[config.mk]
export PLATFORM = sky130hd
export DESIGN_NAME = ahblite_busmatrix_arbiter_rr
export DESIGN_NICKNAME = d
export VERILOG_FILES = /design/src/rtl/ahblite_busmatrix_arbiter_rr_pkg.sv /design/src/rtl/ahblite_busmatrix_arbiter_rr_rr_pick.sv /design/src/rtl/ahblite_busmatrix_arbiter_rr.sv
export SDC_FILE = /design/constraint.sdc
export NUM_CORES = 1
export LEC_CHECK = 0
export CORE_MARGIN = 2
export CORE_UTILIZATION = 50
export CTS_BUF_LIST = sky130_fd_sc_hd__clkbuf_4 sky130_fd_sc_hd__clkbuf_8
export DETAILED_ROUTE_END_ITERATION = 10
export HOLD_SLACK_MARGIN = 0.1
export PLACE_DENSITY_LB_ADDON = 0.3
export RECOVER_POWER = 25
export SKIP_CTS_REPAIR_TIMING = 1
export SYNTH_ARGS = -nofsm -noshare
export SYNTH_HDL_FRONTEND = slang
export SYNTH_SLANG_ARGS = --single-unit
[constraint.sdc]
create_clock -name HCLK -period 3 [get_ports HCLK]
set_clock_uncertainty 0.2 [all_clocks]
set_input_delay 0.45 -clock HCLK [delete_from_list [all_inputs] [get_ports HCLK]]
set_output_delay 0.45 -clock HCLK [all_outputs]
set_load 0.02 [all_outputs]
[src/rtl/ahblite_busmatrix_arbiter_rr_pkg.sv]
// Shared definitions for the bus-matrix output-stage arbiters.
// Holds the AHB-Lite transfer and burst codes, the arbiter FSM encoding,
// the control bundle taken from the granted master, and the burst-length helpers.
package ahblite_busmatrix_arbiter_rr_pkg;

   // HTRANS codes
   localparam logic [1:0] TR_IDLE   = 2'b00;
   localparam logic [1:0] TR_BUSY   = 2'b01;
   localparam logic [1:0] TR_NONSEQ = 2'b10;
   localparam logic [1:0] TR_SEQ    = 2'b11;

   // HBURST codes
   localparam logic [2:0] BU_SINGLE = 3'b000;
   localparam logic [2:0] BU_INCR   = 3'b001;
   localparam logic [2:0] BU_WRAP4  = 3'b010;
   localparam logic [2:0] BU_INCR4  = 3'b011;
   localparam logic [2:0] BU_WRAP8  = 3'b100;
   localparam logic [2:0] BU_INCR8  = 3'b101;
   localparam logic [2:0] BU_WRAP16 = 3'b110;
   localparam logic [2:0] BU_INCR16 = 3'b111;

   // Arbiter FSM encoding
   localparam logic [1:0] ST_IDLE = 2'd0;
   localparam logic [1:0] ST_OWN  = 2'd1;
   localparam logic [1:0] ST_HOLD = 2'd2;

   // Address-phase control of the currently granted master
   typedef struct packed {
      logic       hmastlock;
      logic [2:0] hburst;
      logic [1:0] htrans;
   } ahb_ctrl_t;

   // Beats remaining after the NONSEQ of a fixed-length burst; 0 for SINGLE/INCR
   function automatic logic [3:0] burst_beats_m1(input logic [2:0] hburst);
      logic [3:0] v;
      v = 4'd0;
      case (hburst)
         BU_WRAP4,  BU_INCR4:  v = 4'd3;
         BU_WRAP8,  BU_INCR8:  v = 4'd7;
         BU_WRAP16, BU_INCR16: v = 4'd15;
         BU_SINGLE, BU_INCR:   v = 4'd0;
         default:              v = 4'd0;
      endcase
      return v;
   endfunction

   // True for WRAPx/INCRx bursts with a known beat count
   function automatic logic is_fixed_burst(input logic [2:0] hburst);
      return (hburst[2:1] != 2'b00);
   endfunction

endpackage

[src/rtl/ahblite_busmatrix_arbiter_rr_rr_pick.sv]
// Combinational round-robin picker.
// Ports:
//   i_req   - request vector, bit i = port i
//   i_ptr   - index of the last granted port; the scan starts one above it
//   o_grant - one-hot winner (all-zero when nothing requests)
//   o_valid - at least one request was found
module ahblite_busmatrix_arbiter_rr_rr_pick #(
   parameter int unsigned N     = 3,
   parameter int unsigned PTR_W = 2
) (
   input  logic [N-1:0]     i_req,
   input  logic [PTR_W-1:0] i_ptr,
   output logic [N-1:0]     o_grant,
   output logic             o_valid
);

   logic w_found;

   // Scan ptr+1, ptr+2, ... wrapping modulo N; first set bit wins
   always_comb begin
      o_grant = '0;
      w_found = 1'b0;
      for (int unsigned k = 1; k <= N; k++) begin
         if (!w_found && i_req[PTR_W'((32'(i_ptr) + k) % N)]) begin
            o_grant[PTR_W'((32'(i_ptr) + k) % N)] = 1'b1;
            w_found = 1'b1;
         end
      end
      o_valid = w_found;
   end

endmodule

[src/rtl/ahblite_busmatrix_arbiter_rr.sv]
// Burst-aware round-robin arbiter for one bus-matrix output stage.
// The grant is held across fixed bursts, INCR bursts and locked sequences
// and only moves on HREADY-qualified address-phase boundaries.
// Ports:
//   HCLK, HRESET           - clock, asynchronous active-high reset
//   REQ                    - per-input-stage request vector
//   HREADY_Outputstage     - qualifies every state update
//   HSEL_Outputstage       - current address phase targets this slave
//   HTRANS/HBURST/HMASTLOCK_Outputstage - control of the granted master
//   PORT_SEL               - registered one-hot grant (mux select)
//   PORT_NOSEL             - registered "no port granted"
//   BURST_ACTIVE           - registered "grant is being held"
module ahblite_busmatrix_arbiter_rr
   import ahblite_busmatrix_arbiter_rr_pkg::*;
#(
   parameter int unsigned NUM_PORTS = 3,
   parameter int unsigned CNT_W     = 4
) (
   input  logic                 HCLK,
   input  logic                 HRESET,
   input  logic [NUM_PORTS-1:0] REQ,
   input  logic                 HREADY_Outputstage,
   input  logic                 HSEL_Outputstage,
   input  logic [1:0]           HTRANS_Outputstage,
   input  logic [2:0]           HBURST_Outputstage,
   input  logic                 HMASTLOCK_Outputstage,
   output logic [NUM_PORTS-1:0] PORT_SEL,
   output logic                 PORT_NOSEL,
   output logic                 BURST_ACTIVE
);

   localparam int unsigned PTR_W = (NUM_PORTS > 1) ? $clog2(NUM_PORTS) : 1;

   logic [1:0]           r_state,    w_state_nx;
   logic [NUM_PORTS-1:0] r_port_sel, w_sel_nx;
   logic [PTR_W-1:0]     r_ptr,      w_ptr_nx;
   logic [CNT_W-1:0]     r_cnt,      w_cnt_nx;
   logic                 r_nosel;
   logic                 r_burst;
   logic                 w_release;
   logic [NUM_PORTS-1:0] w_pick;
   logic                 w_pick_vld;
   logic [PTR_W-1:0]     w_pick_idx;
   ahb_ctrl_t            w_ctrl;

   assign w_ctrl = '{hmastlock: HMASTLOCK_Outputstage,
                     hburst:    HBURST_Outputstage,
                     htrans:    HTRANS_Outputstage};

   ahblite_busmatrix_arbiter_rr_rr_pick #(
      .N     (NUM_PORTS),
      .PTR_W (PTR_W)
   ) u_rr_pick (
      .i_req   (REQ),
      .i_ptr   (r_ptr),
      .o_grant (w_pick),
      .o_valid (w_pick_vld)
   );

   // One-hot winner to index for the last-grant pointer
   always_comb begin
      w_pick_idx = '0;
      for (int unsigned i = 0; i < NUM_PORTS; i++) begin
         if (w_pick[i]) w_pick_idx = PTR_W'(i);
      end
   end

   // Hold evaluation and re-arbitration
   always_comb begin
      w_state_nx = r_state;
      w_sel_nx   = r_port_sel;
      w_ptr_nx   = r_ptr;
      w_cnt_nx   = r_cnt;
      w_release  = 1'b0;

      if (r_state == ST_IDLE || !HSEL_Outputstage) begin
         w_release = 1'b1;
      end else if (w_ctrl.hmastlock) begin
         // lock overrides everything; other requesters wait
         w_state_nx = ST_HOLD;
      end else begin
         case (w_ctrl.htrans)
            TR_NONSEQ: begin
               // NONSEQ with beats still pending is an early termination
               if (r_cnt != '0 || w_ctrl.hburst == BU_SINGLE) begin
                  w_release = 1'b1;
               end else begin
                  w_cnt_nx   = CNT_W'(burst_beats_m1(w_ctrl.hburst));
                  w_state_nx = ST_HOLD;
               end
            end
            TR_SEQ: begin
               if (is_fixed_burst(w_ctrl.hburst)) begin
                  // old count of 1 (or 0) means this is the last beat
                  if (r_cnt > CNT_W'(1)) begin
                     w_cnt_nx   = r_cnt - CNT_W'(1);
                     w_state_nx = ST_HOLD;
                  end else begin
                     w_release = 1'b1;
                  end
               end else if (w_ctrl.hburst == BU_INCR) begin
                  w_state_nx = ST_HOLD;
               end else begin
                  w_release = 1'b1;
               end
            end
            TR_BUSY: begin
               w_state_nx = ST_HOLD;
            end
            default: begin
               w_release = 1'b1;
            end
         endcase
      end

      if (w_release) begin
         w_cnt_nx = '0;
         if (w_pick_vld) begin
            w_sel_nx   = w_pick;
            w_ptr_nx   = w_pick_idx;
            w_state_nx = ST_OWN;
         end else begin
            w_sel_nx   = '0;
            w_state_nx = ST_IDLE;
         end
      end
   end

   // State and output registers; everything freezes while HREADY is low
   always_ff @(posedge HCLK or posedge HRESET) begin
      if (HRESET) begin
         r_state    <= ST_IDLE;
         r_port_sel <= '0;
         r_ptr      <= PTR_W'(NUM_PORTS - 1);
         r_cnt      <= '0;
         r_nosel    <= 1'b1;
         r_burst    <= 1'b0;
      end else if (HREADY_Outputstage) begin
         r_state    <= w_state_nx;
         r_port_sel <= w_sel_nx;
         r_ptr      <= w_ptr_nx;
         r_cnt      <= w_cnt_nx;
         r_nosel    <= (w_state_nx == ST_IDLE);
         r_burst    <= (w_state_nx == ST_HOLD);
      end
   end

   assign PORT_SEL     = r_port_sel;
   assign PORT_NOSEL   = r_nosel;
   assign BURST_ACTIVE = r_burst;

endmodule

==> impl_metrics.ini <==
[floorplanning]
num_io_pins = 18
die_area_sq_mm = 0.00265
start_util = 0.519
dieHeight_microns = 51.5
die_x_microns = 51.5
rows = 17
core_sq_mm = 0.00217

[logic_synthesis]
avgSynthCellArea_sq_um = 8.66
synth_ff_type = dfrtp_1
synth_warnings = 0
synth-seq-area-share = 0.291
syn_area_sq_mm = 0.00113
synth_top_area_frac = 0.244
synth_seq_cells = 13
synth_area_leader_cell = dfrtp_1
syn-num-nets = 150
ys_top_cells_by_area = dfrtp_1 24%, ha_1 7.8%, dfstp_2 4.7%
synth.distinct_cells = 48
synth_edf_count = 0
postSynth.asyncResetShare = 1.00
synthCells = 130

[timing]
fin_crit_ns = 2.51
hold_viol = 0
tightest_slew_ns = 0.487
max_freq_mhz = 398
max_slew_margin = 0.675
rsz0062_at_grt = no
finalCritPeriodShare = 0.837
fin_tns_setup_ns = 0
report.final.slew_viol_count = 0
whs_ns = 0.288
finalSetupViolCount = 0

[worst_setup_path]
endpoint_kind = flip-flop
ff2ff_setup_slack_ns = 0.49
arrival_ns = 2.47
r2r_start = r_ptr[1]
path_max_fanout = 13
cp_data_required_time_ns = 2.95
rr_worst_depth = 7
r2r_end = PORT_SEL[2]
cp-endpoint = PORT_SEL[2]
crit_start = r_ptr[1]
worstSetupPathType = reg -> reg
cp-start-kind = flip-flop

[cts]
cts_tree = yes
clk_pin_slew_ns = 0.08
htreeDepth = 1
cts_root_buffer = clkbuf_4
clock_latency_ns = 0.27
cts_buffers = 3
clockBufferDepth = 2
clock_sinks = 13

[drt]
post_drt_wl_per_cell_microns = 15.3
drc = 0
wirelength_microns = 2660
first_pass_iters = 4
vias_per_cell = 6.05
dr_total_vias = 1053
drt_iter0_drc = 34
antenna_left = 0

[global_routing]
grt_usage = 0.213
grt_overflow = 0
grt_pass1_vias = 992
grt_pass1_wl_microns = 4250
grt_antenna_before_repair = 0
grt_max_degree = 15

[power]
powerDensity_mw_per_mm2 = 741
fin_total_pwr_uw = 993
leakage_nw = 0.547
vdd_drop_max_mv = 0.543

[final_layout]
postLayoutCellArea_sq_mm = 0.00134
finish.utilization = 0.618
area_growth_pct = 19.0
final_cell_mix = 16 x clkdlybuf4s50_1, 11 x dfrtp_1, 11 x nand2_1, 10 x o21ai_0, 10 x inv_1
fillers = 189
antenna_cells = 0
drive_above_1_share = 0.116
final_common_cell = clkdlybuf4s50_1
layout.nets = 167

[status]
status = finished, final reports clean

[place]
dp_hpwl_microns = 2050
place_congestion = 0.881
place_area_sq_mm = 0.00131
io_buffers = 17

[hold_path]
hold_class = reg -> reg

[run]
max_cap_violations = 0
==> where the power goes <==
group / switching, mW / internal (mW) / total, mW
Clock: 0.0535 / 0.0604 / 0.114
Combinational: 0.332 / 0.262 / 0.594
Sequential: 0.0449 / 0.240 / 0.285
==> final cells by class <==
cell class                 count  area, sq um  area share
clock buffer                   4         30.0      0.0224
tap                           28         35.0      0.0261
inverter                      10         37.5      0.0280
multi-input combinational    102          739       0.552
sequential                    13          328       0.245
timing repair buffer          17          170       0.127
==> layer usage <==
layer,vias up,track usage,part of all wire
met5,-,0,0
met4,0,0.0614,0.0034
met3,2,0.0380,0.033
met2,27,0.376,0.50
met1,500,0.264,0.47
li1,524,-,-
==> registers in the layout, summed over array words and instances (netlist names) <==
register and flops:
r_cnt 4, PORT_NOSEL 1, PORT_SEL 3, r_state 2, r_ptr 2, BURST_ACTIVE 1
==> kinds of logic after synthesis <==
kind of cell    share of synthesized area
compound gates                      0.294
fa+ha+maj                          0.0778
buf+inv                            0.0522
flops                               0.291
mux                                0.0511
simple gates                        0.233
==> worst min path at each step <==
| stage | depth (start not counted) | from | slack (ns) | end |
|---|---|---|---|---|
| 4_1_cts | 1 | PORT_SEL[0] | 0.30 | PORT_SEL[0] |
| 5_1_grt | 1 | BURST_ACTIVE | 0.30 | BURST_ACTIVE |
| 6_report | 1 | BURST_ACTIVE | 0.29 | BURST_ACTIVE |
| 3_5_place_dp | 1 | PORT_SEL[0] | 0.27 | PORT_SEL[0] |
| 3_3_place_gp | 1 | PORT_SEL[0] | 0.27 | PORT_SEL[0] |
| 2_1_floorplan | 1 | HRESET | 0.13 | BURST_ACTIVE |
==> Yosys cell counts, types with 2 or more instances <==
library cell / count
clkbuf_1: 3
dfstp_2: 2
and3_1: 3
mux2_2: 2
o22ai_1: 3
buf_2: 2
nor3b_1: 3
o31ai_1: 2
o21bai_1: 2
nor2_1: 6
ha_1: 7
mux2i_1: 2
a31oi_1: 2
a221oi_1: 2
nor2b_1: 4
o211ai_1: 5
nor3_1: 3
nand2_1: 11
o21ai_0: 10
o21a_1: 2
dfrtp_1: 11
inv_1: 10
a21oi_1: 6
nand3_1: 3
==> critical path, cell delays in order, from the launching register on <==
cell and delay [ns]:
dfstp_2 0.58, inv_1 0.07, ha_1 0.33, nor4bb_1 0.21, a31oi_1 0.16, o21ai_0 0.15, a221o_1 0.43, mux2_2 0.27
==> per-stage QoR <==
step	cells	setup WS, ns
finish	174	0.488
global route	174	0.410
CTS	174	0.528
detailed placement	170	0.286
global placement	170	0.373
floorplan	130	0.891
(Power assumes the default switching activity.)
